$ cat src/rtl/output_port_credit_tx_pkg.sv
// Shared router constants and types for the credit-based output port.
package output_port_credit_tx_pkg;

    localparam int unsigned CREDIT_W           = 3;
    localparam int unsigned CREDIT_MAX_DEFAULT = 3;
    localparam int unsigned STAGE_DEPTH        = 2;
    localparam int unsigned STAGE_PTR_W        = 1;
    localparam int unsigned STAGE_CNT_W        = 2;

    typedef logic [CREDIT_W-1:0]    credit_t;
    typedef logic [STAGE_PTR_W-1:0] stage_ptr_t;
    typedef logic [STAGE_CNT_W-1:0] stage_cnt_t;

    // Circular pointer advance, wrapping at the staging depth.
    function automatic stage_ptr_t ptr_next(input stage_ptr_t p);
        if (p == STAGE_PTR_W'(STAGE_DEPTH - 1)) begin
            return '0;
        end
        return p + STAGE_PTR_W'(1);
    endfunction

endpackage

$ cat src/rtl/output_port_credit_tx_credit_counter.sv
// Downstream credit counter: +1 per returned credit, -1 per send, saturating at CREDIT_MAX.
// With CREDIT_OVERFLOW_CHECK_EN defined, an overflow sets a sticky credit_error.
module credit_counter
    import output_port_credit_tx_pkg::*;
#(
    parameter int unsigned CREDIT_MAX = CREDIT_MAX_DEFAULT
) (
    input  logic    clk,
    input  logic    reset,
    input  logic    credit_in,
    input  logic    consume,
    output credit_t credit_count,
    output logic    credit_error
);

    localparam credit_t CREDIT_FULL = CREDIT_W'(CREDIT_MAX);

    credit_t count_next_c;

    // A returned credit and a send on the same edge cancel out.
    always_comb begin
        count_next_c = credit_count;
        if (credit_in && !consume) begin
            if (credit_count != CREDIT_FULL) begin
                count_next_c = credit_count + CREDIT_W'(1);
            end
        end else if (consume && !credit_in && (credit_count != '0)) begin
            count_next_c = credit_count - CREDIT_W'(1);
        end
    end

    always_ff @(posedge clk or negedge reset) begin
        if (!reset) begin
            credit_count <= CREDIT_FULL;
        end else begin
            credit_count <= count_next_c;
        end
    end

`ifdef CREDIT_OVERFLOW_CHECK_EN
    logic overflow_c;

    assign overflow_c = credit_in && !consume && (credit_count == CREDIT_FULL);

    // Sticky until reset so software can observe a lost-credit event.
    always_ff @(posedge clk or negedge reset) begin
        if (!reset) begin
            credit_error <= 1'b0;
        end else if (overflow_c) begin
            credit_error <= 1'b1;
        end
    end
`else
    assign credit_error = 1'b0;
`endif

endmodule

$ cat src/rtl/output_port_credit_tx.sv
// Credit-based output port: 2-entry staging buffer feeding a registered TX stage.
// Optional sticky overflow flag enabled by CREDIT_OVERFLOW_CHECK_EN.
module output_port_credit_tx
    import output_port_credit_tx_pkg::*;
#(
    parameter int unsigned DATA_WIDTH = 32,
    parameter int unsigned CREDIT_MAX = CREDIT_MAX_DEFAULT
) (
    input  logic                  clk,
    input  logic                  reset,
    input  logic [DATA_WIDTH-1:0] data_in,
    input  logic                  data_in_valid,
    output logic                  ready_out,
    input  logic                  credit_in,
    output logic [DATA_WIDTH-1:0] TX,
    output logic                  valid_out,
    output credit_t               credit_count,
    output logic                  credit_error
);

    logic [DATA_WIDTH-1:0] stage_mem [STAGE_DEPTH];
    stage_ptr_t            wr_ptr;
    stage_ptr_t            rd_ptr;
    stage_cnt_t            occupancy;
    logic                  push;
    logic                  send;

    assign ready_out = (occupancy < STAGE_CNT_W'(STAGE_DEPTH));
    assign push      = data_in_valid && ready_out;
    assign send      = (occupancy != '0) && (credit_count != '0);

    credit_counter #(
        .CREDIT_MAX (CREDIT_MAX)
    ) u_credit_counter (
        .clk          (clk),
        .reset        (reset),
        .credit_in    (credit_in),
        .consume      (send),
        .credit_count (credit_count),
        .credit_error (credit_error)
    );

    // Payload storage carries no reset; validity is tracked by the pointers.
    always_ff @(posedge clk) begin
        if (push) begin
            stage_mem[wr_ptr] <= data_in;
        end
    end

    always_ff @(posedge clk or negedge reset) begin
        if (!reset) begin
            wr_ptr    <= '0;
            rd_ptr    <= '0;
            occupancy <= '0;
        end else begin
            if (push) begin
                wr_ptr <= ptr_next(wr_ptr);
            end
            if (send) begin
                rd_ptr <= ptr_next(rd_ptr);
            end
            if (push && !send) begin
                occupancy <= occupancy + STAGE_CNT_W'(1);
            end else if (send && !push) begin
                occupancy <= occupancy - STAGE_CNT_W'(1);
            end
        end
    end

    // Head is always read from storage, so a fresh push reaches TX one edge later.
    always_ff @(posedge clk or negedge reset) begin
        if (!reset) begin
            TX        <= '0;
            valid_out <= 1'b0;
        end else begin
            valid_out <= send;
            if (send) begin
                TX <= stage_mem[rd_ptr];
            end
        end
    end

endmodule

$ cat config.mk
export PLATFORM = sky130hd
export DESIGN_NAME = output_port_credit_tx
export DESIGN_NICKNAME = d
export VERILOG_FILES = /design/src/rtl/output_port_credit_tx_pkg.sv /design/src/rtl/output_port_credit_tx_credit_counter.sv /design/src/rtl/output_port_credit_tx.sv
export SDC_FILE = /design/constraint.sdc
export NUM_CORES = 1
export LEC_CHECK = 0
export BUFFER_PORTS_ARGS = -buffer_cell sky130_fd_sc_hd__buf_2
export CORE_MARGIN = 1.5
export CORE_UTILIZATION = 45
export DETAILED_ROUTE_END_ITERATION = 10
export PLACE_DENSITY = 0.67
export SLEW_MARGIN = 20
export SYNTH_ARGS = -nofsm -noshare
export SYNTH_HDL_FRONTEND = slang
export SYNTH_SLANG_ARGS = --single-unit
$ cat constraint.sdc
create_clock -name clk -period 3.76 [get_ports clk]
set_input_delay 0.376 -clock clk [delete_from_list [all_inputs] [get_ports clk]]
set_output_delay 0.376 -clock clk [all_outputs]
set_load 0.03 [all_outputs]
==> metrics.txt <==
status=complete, no violations; reg2reg end=occupancy[1]; H-tree depth=3; area grow syn2layout=17.3%; # rows=33; Ant. Diodes=0; Unique masters post-synth=29; synthesized area=0.00385 mm2; register area share after synthesis=76.0%; Reg2Reg Depth=5; Seq cells post-synth=104; Final Wtd Congestion=0.679; Final Slew Violations=0; Worst Max-Slew Pin Slew=0.973 ns; clock tree buffer depth=2; Routed Antenna Nets=0; final net count=358; Remaining DRCs=0; Worst EP required=approximately 4 ns; I/O pin count=74; MaxCap Viol Count=0; fin crit share=around 53%; number of buffers created by CTS=9; initial cell density of the core=46.6%; synth warn=0; Slowest-stage cell, CP=buf_4; antenna violations before repair=0; RSZ-0062 raised after global routing=no; GRT overflow=0; CP arrival=2.26 ns; skew final=0.0106 ns; CP Capture Type=flip-flop; minimum clock period=1.99 ns; delay-heaviest family, CP=buffers and inverters; core area=around 0.0083 mm2; critical path type=flip-flop to flip-flop; chip height=~95 um; die area=~0.0091 mm2; critical path's largest stage delay=0.56 ns; CTS resizes=0; Synth Net Count=288; layout cells sized above 1=28.9%; sum of buffers and inverters on the critical path=1; GRT Overall Usage=14.9%; Setup violations, final=0; CTS tree=done; IO buf count=72; die width=95.5 um; DRT iter0 DRCs=~110; critical path cell sequence=o32ai_4 -> buf_4 -> ha_1 -> nor2_1 -> xnor2_1; Peak supply drop=~0.42 mV; DR WL/cell=14.3 um; drt via density=4.80; Synth Instances=250; Slew headroom=a little over a third; Root Driver=clkbuf_8; synthesized area per cell=15.4 um2; vias in the first global route=2077; Pwr Density=895 mW/mm2; first-pass GRT wire length=9900 um; Post-CTS Setup Inserts=0; Sink Count=104; Hold Violations, Final=0; number of hold-repair buffers added at the cts stage=0; worst r2r src=u_credit_counter.credit_count[0]; Finished Core Util=54.7%; crit-path max FO=73; Vias=2062; static leakage=0.00185 uW; register clock-pin slew on the reported worst setup and hold paths=0.09 ns; first drt pass iteration count=4; pin count of the biggest net entering global routing=74; Skew-Pair Late Insertion Delay=~0.35 ns; startpoint types=flip-flop; Routed WL=6160 um; Setup TNS=0 ns; reg-to-reg setup timing slack=1.77 ns; maximum clock frequency=~0.50 GHz; HP Class=input port to async pin
## Yosys cell counts (all sizes together)
cell | number | share of area, %
a21oi | 1 | 0.13
xor2 | 2 | 0.46
a211oi | 2 | 0.39
conb | 1 | 0.097
ha | 1 | 0.32
nor2b | 3 | 0.49
or3 | 1 | 0.16
dfrtp | 38 | 25
nand4 | 1 | 0.16
buf | 11 | 1.6
nand2 | 35 | 3.4
o32ai | 1 | 0.42
or2 | 1 | 0.16
fa | 1 | 0.52
a31oi | 1 | 0.16
clkbuf | 3 | 0.29
o211ai | 1 | 0.20
dfstp | 2 | 1.4
nor3 | 1 | 0.13
mux2i | 33 | 8.6
nor2 | 1 | 0.097
edfxtp | 64 | 50
inv | 5 | 0.49
and2 | 2 | 0.32
xnor2 | 4 | 0.91
a2111oi | 1 | 0.26
o21ai | 33 | 4.3
## worst max-delay path by stage
stage,startpoint,endpoint,slack [ns],cells after the start
after floorplan,data_in_valid,stage_mem[0][0],1.23,2
after global placement,data_in_valid,stage_mem[0][7],1.80,3
after detailed placement,data_in_valid,stage_mem[0][6],1.77,3
after CTS,u_credit_counter.credit_count[2],occupancy[1],1.76,5
after global routing,u_credit_counter.credit_count[2],occupancy[1],1.54,6
final,u_credit_counter.credit_count[0],occupancy[1],1.77,5
## report_power, final
part	switching, uW	total (uW)	internal, uW
registers	266	1870	1610
clock network	343	738	395
logic	934	1430	496
## through the flow
stage	instance area, um2	setup slack (ns)	instances	hold WS [ns]	power [uW]
finish	4520	1.77	430	0.146	4040
global route	4520	1.54	430	0.190	4320
CTS	4520	1.76	430	0.177	4100
detailed placement	4300	1.77	414	0.467	3360
global placement	4300	1.80	414	0.457	3310
floorplan	3850	1.23	250	0.0804	2950
## cells in the final DEF, fill, tap and decap left out, drive strengths merged, types with 3 or more instances in the layout
cell type  instances
xnor2              4
nand2             35
nor2b              3
dfrtp             38
buf               73
clkbuf            13
o21ai             33
edfxtp            64
inv                5
mux2i             33
## routing by layer
| metal | wire length, um | global-route usage, % | part of all wire (%) | up-vias |
|---|---|---|---|---|
| met5 | 0 | 0 | 0 | - |
| met4 | 110 | 7.35 | 1.8 | 0 |
| met3 | 256 | 3.11 | 4.2 | 8 |
| met2 | 2930 | 24.2 | 48 | 47 |
| met1 | 2860 | 19.2 | 46 | 975 |
| li1 | - | - | - | 1032 |
## layout make-up
class                           instances  area [um2]
Fill cell                             681        3740
Sequential cell                       104        2930
Multi-Input combinational cell        127         855
Timing Repair Buffer                   73         368
Clock buffer                           13         149
Tap cell                              105         131
Clock inverter                          3        67.6
Inverter                                5        18.8
## registers in the layout, indices dropped and copies added, names as in the netlist
register	flops
occupancy	2
rd_ptr	1
stage_mem	64
u_credit_counter.credit_count	3
wr_ptr	1
TX	32
valid_out	1
## kinds of logic (layout without fill, tap and decap cells)
group           Yosys count  count (layout)  share of synthesized area (%)
simple gates             45              45                           4.94
buf+inv                  19              94                           2.34
flops                   104             104                           76.0
other cells               1               1                         0.0974
fa+ha+maj                 2               2                          0.845
xor+xnor                  6               6                           1.36
mux                      33              33                           8.58
compound gates           40              40                           5.85
(Power assumes the default switching activity.)
